File: config.mk
export PLATFORM = sky130hd
export DESIGN_NAME = des_decrypt_core
export DESIGN_NICKNAME = d
export VERILOG_FILES = /design/src/rtl/des_pkg.sv /design/src/rtl/des_feistel.sv /design/src/rtl/des_decrypt_core.sv
export SDC_FILE = /design/constraint.sdc
export NUM_CORES = 1
export LEC_CHECK = 0
export CORE_ASPECT_RATIO = 0.75
export CORE_MARGIN = 2
export CORE_UTILIZATION = 59
export CTS_BUF_LIST = sky130_fd_sc_hd__clkbuf_2
export DETAILED_ROUTE_END_ITERATION = 10
export PLACE_DENSITY = 0.91
export SLEW_MARGIN = 20
export SYNTH_ARGS = -nofsm -noshare
export SYNTH_HDL_FRONTEND = slang
export SYNTH_HIERARCHICAL = 1
export SYNTH_SLANG_ARGS = --single-unit
File: constraint.sdc
create_clock -name clk -period 9.74 [get_ports clk]
set_clock_uncertainty 0.05 [all_clocks]
set_input_delay 1.948 -clock clk [delete_from_list [all_inputs] [get_ports clk]]
set_output_delay 1.948 -clock clk [all_outputs]
set_load 0.01 [all_outputs]
File: src/rtl/des_pkg.sv
// DES geometry, permutation tables, S-boxes and bit-level helpers.
// Bit 0 of every vector is DES bit 1 (MSB), so a table entry n selects index n-1.
package des_pkg;

   localparam int BLOCK_W    = 64;
   localparam int HALF_W     = 32;
   localparam int KEY_HALF_W = 28;
   localparam int RKEY_W     = 48;

   typedef enum logic [1:0] {IDLE, ROUND, DONE} des_dec_state_t;

   localparam logic [6:0] IP_TBL [0:63] = '{
      58, 50, 42, 34, 26, 18, 10,  2,  60, 52, 44, 36, 28, 20, 12,  4,
      62, 54, 46, 38, 30, 22, 14,  6,  64, 56, 48, 40, 32, 24, 16,  8,
      57, 49, 41, 33, 25, 17,  9,  1,  59, 51, 43, 35, 27, 19, 11,  3,
      61, 53, 45, 37, 29, 21, 13,  5,  63, 55, 47, 39, 31, 23, 15,  7};

   localparam logic [6:0] FP_TBL [0:63] = '{
      40,  8, 48, 16, 56, 24, 64, 32,  39,  7, 47, 15, 55, 23, 63, 31,
      38,  6, 46, 14, 54, 22, 62, 30,  37,  5, 45, 13, 53, 21, 61, 29,
      36,  4, 44, 12, 52, 20, 60, 28,  35,  3, 43, 11, 51, 19, 59, 27,
      34,  2, 42, 10, 50, 18, 58, 26,  33,  1, 41,  9, 49, 17, 57, 25};

   localparam logic [6:0] PC1_TBL [0:55] = '{
      57, 49, 41, 33, 25, 17,  9,   1, 58, 50, 42, 34, 26, 18,
      10,  2, 59, 51, 43, 35, 27,  19, 11,  3, 60, 52, 44, 36,
      63, 55, 47, 39, 31, 23, 15,   7, 62, 54, 46, 38, 30, 22,
      14,  6, 61, 53, 45, 37, 29,  21, 13,  5, 28, 20, 12,  4};

   localparam logic [6:0] PC2_TBL [0:47] = '{
      14, 17, 11, 24,  1,  5,   3, 28, 15,  6, 21, 10,
      23, 19, 12,  4, 26,  8,  16,  7, 27, 20, 13,  2,
      41, 52, 31, 37, 47, 55,  30, 40, 51, 45, 33, 48,
      44, 49, 39, 56, 34, 53,  46, 42, 50, 36, 29, 32};

   localparam logic [5:0] E_TBL [0:47] = '{
      32,  1,  2,  3,  4,  5,   4,  5,  6,  7,  8,  9,
       8,  9, 10, 11, 12, 13,  12, 13, 14, 15, 16, 17,
      16, 17, 18, 19, 20, 21,  20, 21, 22, 23, 24, 25,
      24, 25, 26, 27, 28, 29,  28, 29, 30, 31, 32,  1};

   localparam logic [5:0] P_TBL [0:31] = '{
      16,  7, 20, 21, 29, 12, 28, 17,   1, 15, 23, 26,  5, 18, 31, 10,
       2,  8, 24, 14, 32, 27,  3,  9,  19, 13, 30,  6, 22, 11,  4, 25};

   // Right-rotate amount applied after round rnd is entry rnd+1; entry 0 covers the final round.
   localparam logic [1:0] DEC_ROT [0:15] = '{0, 1, 2, 2, 2, 2, 2, 2, 1, 2, 2, 2, 2, 2, 2, 1};

   // Indexed by {row, col} = {b1, b6, b2..b5}.
   localparam logic [3:0] SBOX_TBL [0:7][0:63] = '{
      '{14,  4, 13,  1,  2, 15, 11,  8,  3, 10,  6, 12,  5,  9,  0,  7,
         0, 15,  7,  4, 14,  2, 13,  1, 10,  6, 12, 11,  9,  5,  3,  8,
         4,  1, 14,  8, 13,  6,  2, 11, 15, 12,  9,  7,  3, 10,  5,  0,
        15, 12,  8,  2,  4,  9,  1,  7,  5, 11,  3, 14, 10,  0,  6, 13},
      '{15,  1,  8, 14,  6, 11,  3,  4,  9,  7,  2, 13, 12,  0,  5, 10,
         3, 13,  4,  7, 15,  2,  8, 14, 12,  0,  1, 10,  6,  9, 11,  5,
         0, 14,  7, 11, 10,  4, 13,  1,  5,  8, 12,  6,  9,  3,  2, 15,
        13,  8, 10,  1,  3, 15,  4,  2, 11,  6,  7, 12,  0,  5, 14,  9},
      '{10,  0,  9, 14,  6,  3, 15,  5,  1, 13, 12,  7, 11,  4,  2,  8,
        13,  7,  0,  9,  3,  4,  6, 10,  2,  8,  5, 14, 12, 11, 15,  1,
        13,  6,  4,  9,  8, 15,  3,  0, 11,  1,  2, 12,  5, 10, 14,  7,
         1, 10, 13,  0,  6,  9,  8,  7,  4, 15, 14,  3, 11,  5,  2, 12},
      '{ 7, 13, 14,  3,  0,  6,  9, 10,  1,  2,  8,  5, 11, 12,  4, 15,
        13,  8, 11,  5,  6, 15,  0,  3,  4,  7,  2, 12,  1, 10, 14,  9,
        10,  6,  9,  0, 12, 11,  7, 13, 15,  1,  3, 14,  5,  2,  8,  4,
         3, 15,  0,  6, 10,  1, 13,  8,  9,  4,  5, 11, 12,  7,  2, 14},
      '{ 2, 12,  4,  1,  7, 10, 11,  6,  8,  5,  3, 15, 13,  0, 14,  9,
        14, 11,  2, 12,  4,  7, 13,  1,  5,  0, 15, 10,  3,  9,  8,  6,
         4,  2,  1, 11, 10, 13,  7,  8, 15,  9, 12,  5,  6,  3,  0, 14,
        11,  8, 12,  7,  1, 14,  2, 13,  6, 15,  0,  9, 10,  4,  5,  3},
      '{12,  1, 10, 15,  9,  2,  6,  8,  0, 13,  3,  4, 14,  7,  5, 11,
        10, 15,  4,  2,  7, 12,  9,  5,  6,  1, 13, 14,  0, 11,  3,  8,
         9, 14, 15,  5,  2,  8, 12,  3,  7,  0,  4, 10,  1, 13, 11,  6,
         4,  3,  2, 12,  9,  5, 15, 10, 11, 14,  1,  7,  6,  0,  8, 13},
      '{ 4, 11,  2, 14, 15,  0,  8, 13,  3, 12,  9,  7,  5, 10,  6,  1,
        13,  0, 11,  7,  4,  9,  1, 10, 14,  3,  5, 12,  2, 15,  8,  6,
         1,  4, 11, 13, 12,  3,  7, 14, 10, 15,  6,  8,  0,  5,  9,  2,
         6, 11, 13,  8,  1,  4, 10,  7,  9,  5,  0, 15, 14,  2,  3, 12},
      '{13,  2,  8,  4,  6, 15, 11,  1, 10,  9,  3, 14,  5,  0, 12,  7,
         1, 15, 13,  8, 10,  3,  7,  4, 12,  5,  6, 11,  0, 14,  9,  2,
         7, 11,  4,  1,  9, 12, 14,  2,  0,  6, 10, 13, 15,  3,  5,  8,
         2,  1, 14,  7,  4, 10,  8, 13, 15, 12,  9,  0,  3,  5,  6, 11}};

   function automatic logic [0:63] ip_perm(input logic [0:63] x);
      logic [0:63] y;
      for (int i = 0; i < 64; i++) y[6'(i)] = x[6'(IP_TBL[6'(i)] - 7'd1)];
      return y;
   endfunction

   function automatic logic [0:63] fp_perm(input logic [0:63] x);
      logic [0:63] y;
      for (int i = 0; i < 64; i++) y[6'(i)] = x[6'(FP_TBL[6'(i)] - 7'd1)];
      return y;
   endfunction

   function automatic logic [0:55] pc1_perm(input logic [0:63] x);
      logic [0:55] y;
      for (int i = 0; i < 56; i++) y[6'(i)] = x[6'(PC1_TBL[6'(i)] - 7'd1)];
      return y;
   endfunction

   function automatic logic [0:47] pc2_perm(input logic [0:55] x);
      logic [0:47] y;
      for (int i = 0; i < 48; i++) y[6'(i)] = x[6'(PC2_TBL[6'(i)] - 7'd1)];
      return y;
   endfunction

   function automatic logic [0:47] e_expand(input logic [0:31] x);
      logic [0:47] y;
      for (int i = 0; i < 48; i++) y[6'(i)] = x[5'(E_TBL[6'(i)] - 6'd1)];
      return y;
   endfunction

   function automatic logic [0:31] p_perm(input logic [0:31] x);
      logic [0:31] y;
      for (int i = 0; i < 32; i++) y[5'(i)] = x[5'(P_TBL[5'(i)] - 6'd1)];
      return y;
   endfunction

   function automatic logic [0:27] rotr28(input logic [0:27] x, input logic [1:0] amt);
      case (amt)
         2'd1:    return {x[27], x[0:26]};
         2'd2:    return {x[26:27], x[0:25]};
         default: return x;
      endcase
   endfunction

endpackage

File: src/rtl/des_feistel.sv
// DES round function f(R, K): expansion, key mix, eight S-boxes, P permutation.
// Purely combinational; shared by the encrypt pipeline and the decrypt core.
module des_feistel
   import des_pkg::*;
(
   input  logic [0:31] f_input_wires,
   input  logic [0:47] round_key,
   output logic [0:31] f_output_wires
);

   logic [0:47] w_mixed;
   logic [0:31] w_sbox_out;

   assign w_mixed = e_expand(f_input_wires) ^ round_key;

   for (genvar g = 0; g < 8; g++) begin : g_sbox
      logic [5:0] w_chunk;
      assign w_chunk = w_mixed[6*g +: 6];
      assign w_sbox_out[4*g +: 4] = SBOX_TBL[g][{w_chunk[5], w_chunk[0], w_chunk[4:1]}];
   end

   assign f_output_wires = p_perm(w_sbox_out);

endmodule

File: src/rtl/des_decrypt_core.sv
// Iterative DES decryption: one Feistel round per clock with an inline reverse
// key schedule (K16 first), framed by valid/ready handshakes on both sides.
module des_decrypt_core
   import des_pkg::*;
(
   input  logic        clk,
   input  logic        rst,
   input  logic        in_valid,
   output logic        in_ready,
   input  logic [0:63] ciphertext,
   input  logic [0:63] key,
   output logic        out_valid,
   input  logic        out_ready,
   output logic [0:63] plaintext
);

   des_dec_state_t r_state, w_next_state;

   logic [0:31] r_l, r_r;
   logic [0:27] r_c, r_d;
   logic [3:0]  r_rnd;
   logic [0:63] r_plaintext;

   logic [0:63] w_ip;
   logic [0:55] w_pc1;
   logic [0:47] w_round_key;
   logic [0:31] w_f;
   logic [0:31] w_r_next;
   logic [3:0]  w_rnd_next;
   logic [1:0]  w_rot;

   assign w_ip        = ip_perm(ciphertext);
   assign w_pc1       = pc1_perm(key);
   assign w_round_key = pc2_perm({r_c, r_d});
   assign w_r_next    = r_l ^ w_f;
   assign w_rnd_next  = r_rnd + 4'd1;
   assign w_rot       = DEC_ROT[w_rnd_next];

   des_feistel u_feistel (
      .f_input_wires  (r_r),
      .round_key      (w_round_key),
      .f_output_wires (w_f)
   );

   always_ff @(posedge clk or posedge rst) begin
      if (rst) r_state <= IDLE;
      else     r_state <= w_next_state;
   end

   // NOTE: the default assignment first keeps this block free of inferred latches.
   always_comb begin
      w_next_state = r_state;
      case (r_state)
         IDLE:    if (in_valid)          w_next_state = ROUND;
         ROUND:   if (r_rnd == 4'd15)    w_next_state = DONE;
         DONE:    if (out_ready)         w_next_state = IDLE;
         default:                        w_next_state = IDLE;
      endcase
   end

   always_comb begin
      in_ready  = (r_state == IDLE);
      out_valid = (r_state == DONE);
      plaintext = r_plaintext;
   end

   // NOTE: the datapath is cleared on reset too, so an aborted block never leaks onto plaintext.
   always_ff @(posedge clk or posedge rst) begin
      if (rst) begin
         r_l         <= '0;
         r_r         <= '0;
         r_c         <= '0;
         r_d         <= '0;
         r_rnd       <= '0;
         r_plaintext <= '0;
      end else begin
         case (r_state)
            IDLE: if (in_valid) begin
               r_l   <= w_ip[0:31];
               r_r   <= w_ip[32:63];
               r_c   <= w_pc1[0:27];
               r_d   <= w_pc1[28:55];
               r_rnd <= '0;
            end
            ROUND: begin
               r_l   <= r_r;
               r_r   <= w_r_next;
               r_c   <= rotr28(r_c, w_rot);
               r_d   <= rotr28(r_d, w_rot);
               r_rnd <= w_rnd_next;
               // Last round: swap halves straight from this round's results into FP.
               if (r_rnd == 4'd15) r_plaintext <= fp_perm({w_r_next, r_r});
            end
            default: ;
         endcase
      end
   end

endmodule

# Yosys cells after proc, flatten, opt, wreduce, memory -nomap -nowiden
# Memories as Yosys holds them, arrays and structs flattened.
# Cells that the tools add are included.
# classes
n_addsub	1
multipliers	0
div_mod_pow	0
magnitude_cmp	9
eq_ne	9
n_shift	0
muxes	33
bitwise	11
reduce_logical	6
# ops
op	n
28-bit case mux with 2 select lines	4
32-bit two-way mux	2
32-bit case mux with 2 select lines	1
7-bit >= comparator (second input constant)	8
28-bit two-way mux	2
6-bit inverter with 7-bit output	8
48-bit XOR	1
4-bit two-way mux	11
32-bit XOR	1
2-bit two-way mux	7
3-bit two-way mux	4
4-bit case mux with 2 select lines	1
2-bit case mux with 3 select lines	1
3-bit AND reduction	2
5-bit >= comparator (second input constant)	1
4-bit inverter with 5-bit output	1
4-bit by 1-bit adder with 4-bit output (second input constant)	1
2-bit by 1-bit == test with 1-bit output (second input constant)	2
2-bit == test (second input constant)	2
4-bit == test (second input constant)	1
2-bit != test (second input constant)	2
2-bit AND reduction	2
3-bit by 1-bit != test with 1-bit output (second input constant)	1
2-bit logical NOT	1
other kinds (2)	2
# word_totals
register_bits	158
latchBits	0
ramBits	0
mem_bits_ro	2080
out_inout_bits	66
elab_cells	85
n_memories	9
# mem_list
memory	words	word_bits	read_ports	rd_ports_with_merged_regs	write_ports	line_no	rtl
(name not given)	64	4	1	0	0	des_feistel.sv:19	assign w_sbox_out[4*g +: 4] = SBOX_TBL[g][{w_chunk[5], w_chunk[0], w_chunk[4:1]}];
(name not given)	64	4	1	0	0	des_feistel.sv:19	
(name not given)	64	4	1	0	0	des_feistel.sv:19	
(name not given)	64	4	1	0	0	des_feistel.sv:19	
(name not given)	64	4	1	0	0	des_feistel.sv:19	
(name not given)	64	4	1	0	0	des_feistel.sv:19	
+3 memories	--	--	--	--	--	--	

# Depth between registers and ports, before layout
# depth
depth_word	8
depth_mapped	10
mapped_depth_nobuf	10

# Hierarchy
# The synthesis kept the hierarchy.
# modules_own_cells
mod	n_inst	cells_per_inst	area_per_inst_um2	seq_area_each_um2
des_decrypt_core	1	790	8012.7	3953.8
des_feistel	1	266	2038.2	0.0

# Least setup slack after synthesis
# OpenSTA, ideal clock, no wires.
# synth_timing
kind	input-to-reg
start	input port in_valid
end	register r_l[26] (netlist bit)
arrival_time_ns	2.949
required_ns	9.608
setup_slack_ns	6.659
cell_stages	6
path_buffers	2
cell_sequence	nor2_1 > nor2_1 > clkbuf_1 > buf_1 > nor2_1 > a31oi_1
# synth_between
elab_chain_len	2
# synth_lines
element	line_no	rtl
start, declared	des_decrypt_core.sv:8	input logic in_valid,
2-bit != test (no line)	--	
2-bit AND reduction (no line)	--	
end signal, assigned	des_decrypt_core.sv:79	r_l <= w_ip[0:31];
end signal, assigned	des_decrypt_core.sv:86	r_l <= r_r;
end, declared	des_decrypt_core.sv:19	logic [0:31] r_l, r_r;
# Every way passes these cells.
# A chain may end at the register's enable or synchronous reset.

# Worst setup path after layout
# layout_timing
start	register r_state[1]
end	output port out_valid
# layout_between
elab_chain_len	1
# layout_lines
element	line_no	rtl
start, declared	des_decrypt_core.sv:17	des_dec_state_t r_state, w_next_state;
start signal, assigned	des_decrypt_core.sv:47	else r_state <= w_next_state;
2-bit == test	des_decrypt_core.sv:63	out_valid = (r_state == DONE);
end, declared	des_decrypt_core.sv:12	output logic out_valid,
# Every way passes these cells.

==> results.json <==
{
  "cts_root_buffer": "clkbuf_2",
  "antenna_left": 0,
  "status": "finished clean",
  "path_max_fanout": 6,
  "ys_warn_count": 6,
  "num_vias": 7731,
  "antenna_found_initial": 0,
  "cp_slowest_cell": "clkdlybuf4s50_1",
  "gp_congestion": 0.9369,
  "overflow": 0,
  "fp-row-count": 40,
  "io_buffers": 97,
  "netlist_area_sq_um": 9681,
  "path_depth": 2,
  "start_kind": "flop",
  "clock_latency_ps": 770,
  "crit_start": "r_state[1]",
  "clockBufferDepth": 2,
  "io_pins": 198,
  "required_ps": 7740,
  "arrival_ps": 2070,
  "finalSetupTns_ps": 0,
  "critPathCapture": "out_valid",
  "num-nets-final": 1236,
  "die_x_um": 151.9,
  "start_util_pct": 60.45,
  "core-area_sq_um": 16020,
  "finalSetupViolCount": 0,
  "finalHoldViolCount": 0,
  "hp-start": "r_d[16]",
  "r2r_end": "r_c[3]",
  "synth_cells": 1016,
  "first_pass_iters": 5,
  "reg2reg_slack_ps": 6470,
  "viasPerCell": 5.961,
  "hold_class": "flop to flop",
  "reg2regPathDepth": 5,
  "postRouteWirelength_um": 23460,
  "maxSlewViolCount": 0,
  "wl_per_cell_um": 18.09,
  "cp_num_buf_inv": 1,
  "hold_slack_ps": 494.8,
  "dr.first_iter.drc_count": 779,
  "worst_slew_pin_slew_ps": 1071,
  "worstPathCellList": "nor2b_1 -> clkdlybuf4s50_1",
  "clkTransAtPathRegs_ps": 250,
  "cts_resized": 0,
  "grt_pass1_vias": 7422,
  "syn_to_final_growth_pct": 11.02,
  "drc_errors": 0,
  "worstSetupPathType": "flop to output pin",
  "period_minus_slack_ps": 4067,
  "cpPeakStageDelay_ps": 560,
  "dp_hpwl_um": 15620,
  "drive_gt1_share_pct": 8.287,
  "post-cts-setup-buffers": 0,
  "cts.sink_count": 150,
  "period_share_pct": 41.76,
  "avgSynthCellArea_sq_um": 9.528,
  "cp-end-kind": "output pin",
  "regToRegStartpoint": "r_state[1]",
  "grt_max_degree": 97,
  "timing.fmax_ghz": 0.2459,
  "maxSlewHeadroom_pct": 27.07,
  "fin_util_pct": 67.11,
  "dieArea_sq_um": 17460,
  "cp_top_family": "buffers and inverters",
  "numCtsBuffers": 17,
  "grt_usage_pct": 27.23,
  "die_h_um": 114.9,
  "rsz0062_at_grt": "false",
  "h-tree-depth": 4,
  "cts_tree": "built",
  "maxCapViolations": 0,
  "nFillCells": 1253,
  "grt_pass1_wl_um": 38180,
  "ctsHoldBuffers": 0
}
==> worst min path at each step <==
stage,end,slack [ps],cells after the start
after global routing,r_d[6],520,1
after global placement,plaintext[16],440,1
after floorplan,r_r[21],420,2
final,r_d[16],490,1
after CTS,r_d[16],500,1
after detailed placement,plaintext[22],450,1
==> metrics by stage <==
stage	cells	worst slack (ps)	instance area (sq um)
2_1_floorplan	1061	3706	9849
3_3_place_gp	1264	5240	10500
3_5_place_dp	1264	5212	10500
4_1_cts	1296	5617	10730
5_1_grt	1296	5524	10750
6_report	1297	5673	10750
==> flip-flops by register name (all words and copies together) (netlist names) <==
| name | count |
|---|---|
| plaintext | 32 |
| r_c | 28 |
| r_state | 2 |
| r_d | 28 |
| r_rnd | 4 |
| r_l | 28 |
| r_r | 28 |
==> cells in the final DEF, fill, tap and decap left out, types with 9 or more instances in the layout <==
cell type	n
clkbuf_2	18
nand2_1	108
inv_1	47
xor2_1	19
o2bb2ai_1	20
o21ai_0	49
and2_1	33
nor3_1	9
clkdlybuf4s50_1	97
nor2_1	67
conb_1	48
mux2_2	16
dfrtp_1	150
ha_1	31
a21oi_1	36
mux2i_1	65
o211ai_1	10
a221oi_1	33
buf_4	10
a31oi_1	34
xnor2_1	55
a211oi_1	39
==> layer usage <==
metal	up-vias	track usage, %	share of wire, %
met1	3772	38.76	45
met3	28	7.802	9.8
met4	0	7.103	1.3
li1	3594	-	-
met5	-	0	0
met2	337	41.41	44
==> area by class of cell <==
class	instances	area (sq um)	area share, %
clock buffers	18	90.09	0.8382
inverters	48	185.2	1.723
multi-input cells	749	5266	49.00
flip-flops and latches	150	3754	34.92
repair buffers	107	1046	9.732
diodes	1	2.502	0.02328
well taps	210	262.8	2.445
clock inverters	14	141.4	1.315
Power is not shown: default switching activity piles up to over one toggle a cycle in this logic, so the estimate is an artifact.
